`src/rtl/pp_pipeline_accel_hs_pkg.sv`:
```
// rtl/pp_pipeline_accel_hs_pkg.sv - shared types and defaults for the ap_ctrl_hs caller
package pp_pipeline_accel_hs_pkg;

    localparam int DEF_RET_W = 4;
    localparam int DEF_CNT_W = 16;

    typedef enum logic [1:0] {
        IDLE      = 2'd0,
        START     = 2'd1,
        WAIT_DONE = 2'd2
    } hs_state_t;

endpackage

```
`src/rtl/pp_pipeline_accel_hs_watchdog.sv`:
```
// rtl/pp_pipeline_accel_hs_watchdog.sv - WAIT_DONE cycle counter with sticky timeout flag
module pp_pipeline_accel_hs_watchdog #(
    parameter int TIMEOUT_CYCLES = 1024
) (
    input  logic clk,
    input  logic rst_n,
    input  logic in_wait,
    output logic timeout_err
);

    localparam int W = $clog2(TIMEOUT_CYCLES + 1);
    localparam logic [W-1:0] LAST = W'(TIMEOUT_CYCLES - 1);

    logic [W-1:0] cnt;

    // Count cycles spent waiting for done; the flag latches on the limit-th cycle and never clears.
    always_ff @(posedge clk or negedge rst_n) begin
        if (!rst_n) begin
            cnt         <= '0;
            timeout_err <= 1'b0;
        end else if (in_wait) begin
            if (cnt == LAST) begin
                timeout_err <= 1'b1;
            end else begin
                cnt <= cnt + 1'b1;
            end
        end else begin
            cnt <= '0;
        end
    end

endmodule

```
`src/rtl/pp_pipeline_accel_hs_caller.sv`:
```
// rtl/pp_pipeline_accel_hs_caller.sv - ap_ctrl_hs initiator; optional watchdog via PP_HS_CALLER_TIMEOUT_EN
module pp_pipeline_accel_hs_caller
    import pp_pipeline_accel_hs_pkg::*;
#(
    parameter int RET_W          = DEF_RET_W,
    parameter int CNT_W          = DEF_CNT_W,
    parameter int TIMEOUT_CYCLES = 1024
) (
    input  logic             ap_clk,
    input  logic             ap_rst_n,
    input  logic             req_valid,
    output logic             req_ready,
    output logic             child_ap_start,
    input  logic             child_ap_ready,
    input  logic             child_ap_done,
    input  logic             child_ap_idle,
    output logic             child_ap_continue,
    input  logic [RET_W-1:0] child_return,
    output logic             res_valid,
    input  logic             res_ready,
    output logic [RET_W-1:0] res_data,
    output logic             busy,
    output logic [CNT_W-1:0] call_cnt,
    output logic             timeout_err
);

    hs_state_t state, next_state;
    logic      slot_free;
    logic      capture;

    // A result may land when the buffer is empty or being drained this very cycle.
    assign slot_free = !res_valid || res_ready;

    // State register.
    always_ff @(posedge ap_clk or negedge ap_rst_n) begin
        if (!ap_rst_n) begin
            state <= IDLE;
        end else begin
            state <= next_state;
        end
    end

    // Next-state decode; capture also serves as the one-cycle ap_continue pulse.
    always_comb begin
        next_state = state;
        capture    = 1'b0;
        case (state)
            IDLE: begin
                if (req_valid) next_state = START;
            end
            START: begin
                if (child_ap_ready) begin
                    if (child_ap_done && slot_free) begin
                        capture    = 1'b1;
                        next_state = IDLE;
                    end else begin
                        next_state = WAIT_DONE;
                    end
                end
            end
            WAIT_DONE: begin
                if (child_ap_done && slot_free) begin
                    capture    = 1'b1;
                    next_state = IDLE;
                end
            end
            default: next_state = IDLE;
        endcase
    end

    assign req_ready         = (state == IDLE);
    assign busy              = (state != IDLE);
    assign child_ap_start    = (state == START);
    assign child_ap_continue = capture;

    // Single-entry result buffer and saturating completion counter.
    always_ff @(posedge ap_clk or negedge ap_rst_n) begin
        if (!ap_rst_n) begin
            res_valid <= 1'b0;
            res_data  <= '0;
            call_cnt  <= '0;
        end else begin
            if (capture) begin
                res_valid <= 1'b1;
                res_data  <= child_return;
                if (call_cnt != {CNT_W{1'b1}}) call_cnt <= call_cnt + 1'b1;
            end else if (res_valid && res_ready) begin
                res_valid <= 1'b0;
            end
        end
    end

`ifdef PP_HS_CALLER_TIMEOUT_EN
    pp_pipeline_accel_hs_watchdog #(
        .TIMEOUT_CYCLES(TIMEOUT_CYCLES)
    ) u_watchdog (
        .clk        (ap_clk),
        .rst_n      (ap_rst_n),
        .in_wait    (state == WAIT_DONE),
        .timeout_err(timeout_err)
    );

    logic unused_status;
    assign unused_status = &{1'b0, child_ap_idle};
`else
    assign timeout_err = 1'b0;

    logic unused_status;
    assign unused_status = &{1'b0, child_ap_idle, (TIMEOUT_CYCLES > 0)};
`endif

endmodule

```
`config.mk`:
```
export PLATFORM = sky130hd
export DESIGN_NAME = pp_pipeline_accel_hs_caller
export DESIGN_NICKNAME = d
export VERILOG_FILES = /design/src/rtl/pp_pipeline_accel_hs_pkg.sv /design/src/rtl/pp_pipeline_accel_hs_watchdog.sv /design/src/rtl/pp_pipeline_accel_hs_caller.sv
export SDC_FILE = /design/constraint.sdc
export NUM_CORES = 1
export LEC_CHECK = 0
export BUFFER_PORTS_ARGS = -buffer_cell sky130_fd_sc_hd__buf_2
export CORE_MARGIN = 8
export CORE_UTILIZATION = 50
export CTS_BUF_LIST = sky130_fd_sc_hd__clkbuf_16
export CTS_CLUSTER_SIZE = 16
export DETAILED_ROUTE_END_ITERATION = 10
export PLACE_DENSITY_LB_ADDON = 0.2
export SLEW_MARGIN = 20
export SYNTH_ARGS = -nofsm -noshare
export SYNTH_HDL_FRONTEND = slang
export SYNTH_SLANG_ARGS = --single-unit
```
`constraint.sdc`:
```
create_clock -name ap_clk -period 2.29 [get_ports ap_clk]
set_clock_uncertainty 0.2 [all_clocks]
set_input_delay 0.458 -clock ap_clk [delete_from_list [all_inputs] [get_ports ap_clk]]
set_output_delay 0.458 -clock ap_clk [all_outputs]
set_load 0.03 [all_outputs]
```
==> metrics.txt, run 1 <==
gr usage total=12.7%; Place WS=205 ps; R2R cell count=7; Startpoint Class=register; CP Cell Sequence=inv_1 > ha_1 > and2_1 > o2111ai_4 > inv_1 > buf_2; peak supply drop=914 uV; placed insts=168; Slew Limit Fails=0; register area share after synthesis=47.6%; Min Hold Slack=232 ps; Fill cells=between 200 and 250; Area Growth Syn to Fin=27.2%; Leak=~0.85 nW; Min-Delay Endpoint=res_data[2]$_DFFE_PN0P_; Nets=around 160; Max-slew headroom=65.4%; Mapped Cells=approximately 100; CTS max path bufs=2; Synth Warn #=0; Mapped Nets=120; routability cong.=0.811; Slowest-stage cell, CP=dfrtp_1; non-filler instance count after layout=between 150 and 200; DP Area=0.00142 sq mm; Vias/cell=5.43; hold_sp=child_return[2]; async set or reset register ratio after synthesis=100%; Synth Cell Area=approximately 0.0012 sq mm; Post-DRT Antenna Nets=0; critical path buffer and inverter count=3; status=finished, final reports clean; min-delay worst type=in -> reg; mean area per synthesized cell=11.6 sq um; CP Max Fanout=4; Final WS setup=~59 ps; # DRC=0; Crit. End Element=primary output; Root Driver=clkbuf_16; # port buffers=34; power per cell area=1100 mW/mm^2; Starting Density=between 50% and 60%; clk sink count=23; first-pass GRT wire length=4460 um; Max-cap violations=0; Die Width=65.2 um; CP max stage delay=350 ps; Congestion Overflow GR=0; Yosys reg bits=23; CP delay by family, top=flip-flops; Die Footprint=0.00425 sq mm; worst hold path depth=2; boundary pin count=37; layout cells sized above 1=40.0%; largest net degree at the start of global routing=24; CP Class=reg -> out; final setup fails=0; total CTS buffers=3; DRT Wirelength=2550 um; antenna cells=0; Avg WL per Cell=about 15 um; clk_lat worst skew=250 ps; Critical R2R Launch=state[1]$_DFFE_PN0P_; Final min period=2230 ps; worst r2r dst=call_cnt[6]$_DFFE_PN0P_; iteration-0 DRC count of the detailed router=36; Reg clk slew, reported paths=approximately 60 ps; drt pass-1 iters=4; top_reg_cell synth=dfrtp_1; Required @ worst endpoint=1630 ps; H-Tree Level Count=1; DIE HEIGHT=65.2 um; commonest cells after routing, fill and taps aside=buf_2 (34), dfrtp_1 (23), xor2_1 (14), nand3_1 (7); core footprint=about 0.0024 sq mm; Worst-Margin Slew=519 ps; via count=951; crit path DAT=1570 ps; HPWL Detailed=1950 um; synth unique cells=32; reg2reg setup slack=220 ps; fin area=0.00154 sq mm; commonest non-fill, non-tap cell in the layout=buf_2; top achievable clock speed=448 MHz; # rows=18; Final Cycle Share=97.4%; Post-synth EDFFs=0; most frequent CP cell=inv_1; number of global-route vias before repair=slightly above 1,000; CTS tree=yes; initial antenna violation count=0; final hold vios=0
-- timing repair --
item	in CTS	in global routing
endpoints found under the hold margin	23	0
hold buffers	1	0
gates cloned	0	0
gates resized for setup	1	0
pin swaps	0	1
endpoints found under the setup margin	1	1
setup buffers	0	2
-- logic make-up after synthesis --
logic type	count (synthesis)	share of synthesized area (%)
other cells	1	0.310
flops	23	47.6
buf+inv	10	4.45
fa+ha+maj	5	5.18
mux	6	5.90
xor+xnor	15	10.9
compound gates	4	2.79
simple gates	40	22.9
-- power by group --
group | switching, mW | internal, mW | leakage, nW | total, mW
sequential | 0.0846 | 0.501 | 0.300 | 0.585
clock | 0.140 | 0.235 | 0.0409 | 0.375
combinational | 0.466 | 0.271 | 0.509 | 0.737
-- flip-flops by register name (all words and copies together) (netlist names) --
| signal | count |
|---|---|
| call_cnt | 16 |
| res_data | 4 |
| state | 2 |
| res_valid | 1 |
-- through the flow --
stage	util, %	TNS [ps]	power [mW]
floorplan	-	0	1.09
global placement	59.5	0	1.27
detailed placement	59.5	0	1.30
CTS	63.8	0	1.70
global route	64.4	-3.23	1.79
finish	64.4	0	1.70
-- worst reg2reg max path: cells and delay by family, from the launching register on --
family | cells | cell delay [ps]
AO/OA/AOI/OAI | 1 | 170
XOR/XNOR | 1 | 180
adder cells (fa/ha/maj) | 1 | 190
buffers and inverters | 2 | 310
flip-flops | 1 | 380
AND/OR/NAND/NOR | 2 | 560
-- routing by layer --
metal	share of wire [%]	GRT usage, %
met1	42	15.1
met2	51	21.8
met3	6.5	3.91
met4	0.31	3.27
met5	0	0
-- worst max-delay path by stage --
stage | start | end | slack [ps] | cells past startpoint
3_5_place_dp | state[1]$_DFFE_PN0P_ | call_cnt[9]$_DFFE_PN0P_ | 210 | 7
2_1_floorplan | state[1]$_DFFE_PN0P_ | child_ap_continue | 40 | 6
5_1_grt | state[1]$_DFFE_PN0P_ | child_ap_continue | -3 | 6
3_3_place_gp | state[1]$_DFFE_PN0P_ | call_cnt[6]$_DFFE_PN0P_ | 230 | 7
4_1_cts | state[1]$_DFFE_PN0P_ | child_ap_continue | 30 | 6
6_report | state[1]$_DFFE_PN0P_ | child_ap_continue | 60 | 6
-- layout make-up --
cell class / instances / area (sq um) / area share, %
Clock buffer: 3 / 75.1 / 4.88
Timing Repair Buffer: 41 / 225 / 14.6
Clock inverter: 1 / 5.00 / 0.325
Inverter: 6 / 22.5 / 1.46
Tap cell: 30 / 37.5 / 2.44
Multi-Input combinational cell: 71 / 597 / 38.8
Sequential cell: 23 / 576 / 37.4
-- cell usage after synthesis, drive strengths merged (2+ instances only) --
master / count / area (sq um)
and3: 3 / 18.8
nand2: 5 / 18.8
buf: 4 / 31.3
nand3: 7 / 35.0
dfrtp: 23 / 576
nor3: 4 / 20.0
ha: 5 / 62.6
nor4: 9 / 83.8
xor2: 14 / 123
nor2: 2 / 10.0
mux2: 6 / 71.3
nand4: 4 / 40.0
inv: 6 / 22.5
Note: power is estimated with default switching activity, not from simulation.
==> run 2: changes to the inputs <==
==> constraint.sdc (replaced) <==
create_clock -name ap_clk -period 2.1 [get_ports ap_clk]
set_clock_uncertainty 0.2 [all_clocks]
set_input_delay 0.42 -clock ap_clk [delete_from_list [all_inputs] [get_ports ap_clk]]
set_output_delay 0.42 -clock ap_clk [all_outputs]
set_load 0.03 [all_outputs]
==> run 2 against run 1 <==
The run now ends with negative setup slack left; cell area is 17% higher; combinational power is 36% higher; total power rose by 22%; global-route usage increased by 1.8 points; wire length increased by 19%; utilization up 11 points.
==> metrics.txt, run 2 (synthesis gave the netlist of run 1 again) <==
status=finished with violations; failing checks=negative setup slack; critical path buffer and inverter count=3 (unchanged); largest net degree at the start of global routing=24 (unchanged); CP max stage delay=430 ps (+80 ps); largest registers=call_cnt (16), res_data (4), state (2); Starting Density=50.6% (unchanged); final setup fails=2 (+2); Total Power=2.06 mW (+22%); Required @ worst endpoint=1480 ps (-150 ps); number of global-route vias before repair=1,045 (+3.5%); first-pass GRT wire length=4890 um (+9.8%); Vias/cell=5.39 (-0.90%); initial antenna violation count=0 (unchanged); commonest cells after routing, fill and taps aside=buf_2 (34), dfrtp_1 (23), xor2_1 (14), nor4_4 (9), nand3_1 (7); layout cells sized above 1=52.3% (+12 points); Crit. End Element=primary output; clk_lat worst skew=260 ps (about the same); clk sink count=23 (unchanged); HPWL Detailed=1840 um (-5.6%); Worst-Margin Slew=671 ps (+152 ps); Congestion Overflow GR=0 (unchanged); Post-DRT Antenna Nets=0 (unchanged); drt pass-1 iters=2 (-2); # port buffers=34 (unchanged); gr usage total=14.5% (+1.8 points); fin area=0.00179 sq mm (+17%); Avg WL per Cell=17.0 um (+17%); setup TNS=-64.9 ps (-64.9 ps); antenna cells=0 (unchanged); final hold vios=0 (unchanged); Max-slew headroom=55.1% (-10 points); DP Area=0.00143 sq mm (+0.53%); commonest non-fill, non-tap cell in the layout=buf_2; CP Class=reg -> out; Root Driver=clkbuf_16; Die Width=65.2 um (unchanged); top achievable clock speed=roughly 470 MHz; CP delay by family, top=flip-flops; Area Growth Syn to Fin=48.4%; DRT Wirelength=3050 um (+19%); min-delay worst type=in -> reg; Reg clk slew, reported paths=60 ps (about the same); crit path DAT=1510 ps (-60 ps); iteration-0 DRC count of the detailed router=21 (-42%); H-Tree Level Count=1 (unchanged); CP Cell Sequence=ha_4 > and2_4 > o2111ai_4 > buf_12 > inv_4 > buf_6; Leak=0.897 nW (+5.5%); CTS max path bufs=2 (unchanged); Slowest-stage cell, CP=dfrtp_1; Final min period=2130 ps; DIE HEIGHT=65.2 um (unchanged); Final WS setup=-33.4 ps (-92.9 ps); Min Hold Slack=194 ps (-38.3 ps); Max-cap violations=0 (unchanged); CP Max Fanout=3 (-1); Startpoint Class=register; max reg flops=16 (unchanged); Final Cycle Share=102%; unrepaired setup endpoints after global routing=true; power per cell area=1150 mW/mm^2 (+4.2%); core footprint=0.00239 sq mm (unchanged); # rows=18 (unchanged); boundary pin count=37 (unchanged); Die Footprint=0.00425 sq mm (unchanged); via count=964 (+1.4%); peak supply drop=1230 uV (+35%); # DRC=0 (unchanged); Nets=166 (+2.5%); routability cong.=0.823 (+1.5%); most flop-heavy register=call_cnt; CTS tree=yes; total CTS buffers=3 (unchanged); Slew Limit Fails=0 (unchanged); Place WS=44.6 ps (-161 ps)
==> run 2: power breakdown <==
part / total, mW / switching, mW / internal (mW)
Combinational: 1.00 / 0.587 / 0.418
Clock: 0.414 / 0.160 / 0.254
Sequential: 0.644 / 0.0983 / 0.546
==> run 2: cell type report <==
class | count | area [sq um]
multi-input cells | 71 | 777
fillers | 166 | 593
flip-flops and latches | 23 | 576
repair buffers | 45 | 300
clock buffers | 3 | 75.1
well taps | 30 | 37.5
inverters | 6 | 25.0
clock inverters | 1 | 3.75
==> run 2: metal layers <==
layer,GRT usage [%],vias up,wire length (um)
met1,17.2,474,1360
met5,0,-,0
li1,-,464,-
met3,3.57,4,110
met2,24.4,22,1530
met4,6.54,0,40
==> run 2: final timing paths <==
| path | to | startpoint | depth (start not counted) | slack [ps] |
|---|---|---|---|---|
| max | child_ap_continue | state[0]$_DFFE_PN0P_ | 6 | -30 |
| max in group asynchronous | res_valid$_DFFE_PN0P_ | ap_rst_n | 2 | 880 |
| max reg2reg | call_cnt[13]$_DFFE_PN0P_ | state[1]$_DFFE_PN0P_ | 8 | -30 |
| min | res_data[0]$_DFFE_PN0P_ | child_return[0] | 2 | 190 |
| min reg2reg | res_data[1]$_DFFE_PN0P_ | res_data[1]$_DFFE_PN0P_ | 1 | 300 |
| min in group asynchronous | state[0]$_DFFE_PN0P_ | ap_rst_n | 2 | 470 |
==> run 2: per-stage QoR <==
step	util, %	std cells
after floorplan	-	104
after global placement	59.9	167
after detailed placement	59.9	167
after CTS	70.3	177
after global routing	75.2	179
final	75.2	179
==> run 2: timing repair <==
action / 4_1_cts / 5_1_grt
setup endpoints to repair: 1 / 15
hold buffers: 1 / 0
pin swaps: 6 / 10
gates cloned: 1 / 1
gates resized for setup: 18 / 15
endpoints found under the hold margin: 23 / 0
setup buffers: 4 / 1
==> run 3: changes to the inputs <==
--- a/config.mk
+++ b/config.mk
@@ -5,9 +5,10 @@
 export SDC_FILE = /design/constraint.sdc
 export NUM_CORES = 1
 export LEC_CHECK = 0
+export ABC_AREA = 1
 export BUFFER_PORTS_ARGS = -buffer_cell sky130_fd_sc_hd__buf_2
 export CORE_MARGIN = 8
-export CORE_UTILIZATION = 50
+export CORE_UTILIZATION = 52
 export CTS_BUF_LIST = sky130_fd_sc_hd__clkbuf_16
 export CTS_CLUSTER_SIZE = 16
 export DETAILED_ROUTE_END_ITERATION = 10
==> run 3 against run 2 <==
The flow now finishes without violations; non-clock buffer count is 7 lower; utilization is 8.7 points lower; count of clock-buffer cells in the layout stayed put; combinational power is 6% lower; cell area is 0.35% higher; first-iteration DRC count is 110% higher; setup slack better by 100 ps; maximum frequency is 5.1% higher; sequential cell count stayed put; critical endpoint unchanged; critical path depth is 1 higher; sequential power is 2% higher.
==> metrics.txt, run 3 <==
DRT Wirelength=3040 um (-0.33%); synth unique cells=23 (-28%); register area=576 sq um (unchanged); Min Hold Slack=173 ps (-20.7 ps); clk_lat worst skew=250 ps (about the same); area of the multi-input gates=835 sq um (+7.4%); number of global-route vias before repair=1,251 (+20%); initial antenna violation count=0 (unchanged); CP Class=reg -> out; boundary pin count=37 (unchanged); Area Growth Syn to Fin=22.7%; core footprint=0.00271 sq mm (+14%); Leak=1.01 nW (+13%); Yosys reg bits=23 (unchanged); Internal=1.11 mW (-9.2%); CTS tree=yes; Mapped Nets=211 (+76%); commonest cells after routing, fill and taps aside=nand2_1 (86), buf_2 (33), dfrtp_1 (23), nor2_1 (14), inv_1 (12); power per cell area=1110 mW/mm^2 (-3.2%); Root Driver=clkbuf_16; antenna cells=0 (unchanged); Nets=251 (+51%); fin util=66.4% (-8.7 points); Post-synth top cells=nand2_1 (87), dfrtp_1 (23), inv_1 (14), nor2_1 (14); Avg WL per Cell=11.5 um (-33%); hold_sp=child_return[3]; Crit. End Element=primary output; final hold vios=0 (unchanged); Clock Power Share=20.5% (+0.4 points); worst r2r dst=call_cnt[8]$_DFFE_PN0P_; Die Width=69.1 um (+6.1%); Synth Cell Area=0.00147 sq mm (+21%); mean area per synthesized cell=7.53 sq um (-35%); Post-DRT Antenna Nets=0 (unchanged); Startpoint Class=register; top achievable clock speed=493 MHz (+5.1%); Die Footprint=0.00478 sq mm (+13%); via count=1,317 (+37%); placed insts=259 (+55%); Flop pwr share=32.8% (+1.6 points); Min-Delay Endpoint=res_data[3]$_DFFE_PN0P_; Starting Density=54.2% (+3.5 points); first-pass GRT wire length=5380 um (+9.9%); DIE HEIGHT=69.1 um (+6.1%); CP Max Fanout=6 (+3); Reg clk slew, reported paths=60 ps (about the same); Slew Limit Fails=0 (unchanged); # DRC=0 (unchanged); register area share after synthesis=39.2% (-8.4 points); largest net degree at the start of global routing=24 (unchanged); max reg flops=16 (unchanged); status=finished, final reports clean; Required @ worst endpoint=1480 ps (about the same); peak supply drop=962 uV (-22%); Vias/cell=4.97 (-7.7%); Max-cap violations=0 (unchanged); gr usage total=12.7% (-1.9 points); R2R cell count=12 (+4); Max-slew headroom=66.5% (+11 points); most common cell in the netlist=nand2_1; top_reg_cell synth=dfrtp_1; Post-synth EDFFs=0 (unchanged); reg2reg setup slack=110 ps (+140 ps); setup TNS=0 ps (+64.9 ps); iteration-0 DRC count of the detailed router=44 (+110%); most flop-heavy register=call_cnt; clk sink count=23 (unchanged); routability cong.=0.807 (-1.9%); drt pass-1 iters=4 (+2); min-delay worst type=in -> reg; largest registers=call_cnt (16), res_data (4), state (2); share of the synthesized area in the top cell type=39.2% (-8.4 points); Final min period=2030 ps (-103 ps); crit path DAT=1410 ps (-100 ps); # rows=19 (+1); non-filler instance count after layout=265 (+48%); H-Tree Level Count=1 (unchanged); Congestion Overflow GR=0 (unchanged); Fill cells=240 (+45%); largest area contributor in the netlist=dfrtp_1; commonest non-fill, non-tap cell in the layout=nand2_1; top post-synthesis cells by area=dfrtp_1 (39%), nand2_1 (22%), ha_1 (4.3%); Worst-Margin Slew=502 ps (-169 ps); sw power=898 uW (+6.3%); CTS max path bufs=2 (unchanged); Switching Share=44.8% (+3.9 points); Final Cycle Share=96.7% (-4.9 points); final setup fails=0 (-2); layout cells sized above 1=26.9% (-25 points); power share of the combinational group=46.7% (-2.0 points); Synth Warn #=0 (unchanged); async set or reset register ratio after synthesis=100% (unchanged); HPWL Detailed=2300 um (+25%); worst hold path depth=3 (+1); total CTS buffers=3 (unchanged); Mapped Cells=195 (+88%); fin area=0.00180 sq mm (+0.35%); DP Area=0.00166 sq mm (+16%); # port buffers=34 (unchanged); Critical R2R Launch=state[0]$_DFFE_PN0P_
run 3: cell types whose count changed in the layout (fill, tap and decap cells not counted), sizes merged, moves of 3 or more:
cell	change
xor2	-10
nand2	+91
nor3	-4
inv	+9
mux2	-6
o21ai	+9
buf	-6
nor2	+15
and3	-3
nor4	-9
run 3: worst max path at each step:
stage | start | end | cells after the start
finish | state[0]$_DFFE_PN0P_ | child_ap_continue | 7
global route | state[1]$_DFFE_PN0P_ | child_ap_continue | 7
CTS | state[1]$_DFFE_PN0P_ | child_ap_continue | 7
detailed placement | state[1]$_DFFE_PN0P_ | child_ap_continue | 7
global placement | state[1]$_DFFE_PN0P_ | child_ap_continue | 7
floorplan | state[1]$_DFFE_PN0P_ | call_cnt[3]$_DFFE_PN0P_ | 11
run 3: power by group through the flow:
stage | clock [mW] | sequential, mW | combinational (mW)
6_report | 0.411 | 0.657 | 0.936
5_1_grt | 0.441 | 0.679 | 1.05
4_1_cts | 0.424 | 0.650 | 0.914
3_5_place_dp | 0 | 0.657 | 0.877
3_3_place_gp | 0 | 0.656 | 0.865
2_1_floorplan | 0 | 0.816 | 0.509
run 3: critical path, stage by stage (launching register included):
cell     delay, ps
dfrtp_1        430
inv_2          110
ha_1           170
inv_1           50
nand2_2         70
nand2_4         80
nor2_8         110
buf_6          130
run 3: routing by layer:
layer | up-vias | wire [um] | global-route usage [%]
met5 | - | 0 | 0
met4 | 0 | 26 | 4.10
met3 | 2 | 204 | 3.29
met2 | 34 | 1470 | 21.9
met1 | 589 | 1340 | 14.8
li1 | 692 | - | -
run 3: cells by family (layout without fill, tap and decap cells):
kind of cell / Yosys count / count (layout) / share of synthesized area, %
AO/OA/AOI/OAI: 11 / 11 / 4.60
XOR/XNOR: 7 / 7 / 4.18
adder cells (fa/ha/maj): 5 / 5 / 4.26
buffers and inverters: 19 / 58 / 6.14
flip-flops: 23 / 23 / 39.2
other: 1 / 1 / 0.256
AND/OR/NAND/NOR: 129 / 129 / 41.3
run 3: timing repair:
item / CTS / global route
hold buffers: 1 / 0
pin swaps: 1 / 1
cloned: 0 / 0
setup buffers: 1 / 0
setup endpoints to repair: 1 / 16
endpoints found under the hold margin: 23 / 0
gates resized for setup: 4 / 5
run 3: metrics by stage:
step | power (mW) | setup slack [ps]
floorplan | 1.32 | 59.1
global placement | 1.52 | 177
detailed placement | 1.53 | 151
CTS | 1.99 | 16.9
global route | 2.17 | -1.98
finish | 2.00 | 69.7
run 3: final cells by class:
cell class	instances	share of cell area, %
Clock buffer	3	4.17
Clock inverter	1	0.417
Inverter	16	3.34
Multi-Input combinational cell	153	46.4
Sequential cell	23	32.0
Tap cell	31	2.15
Timing Repair Buffer	38	11.6
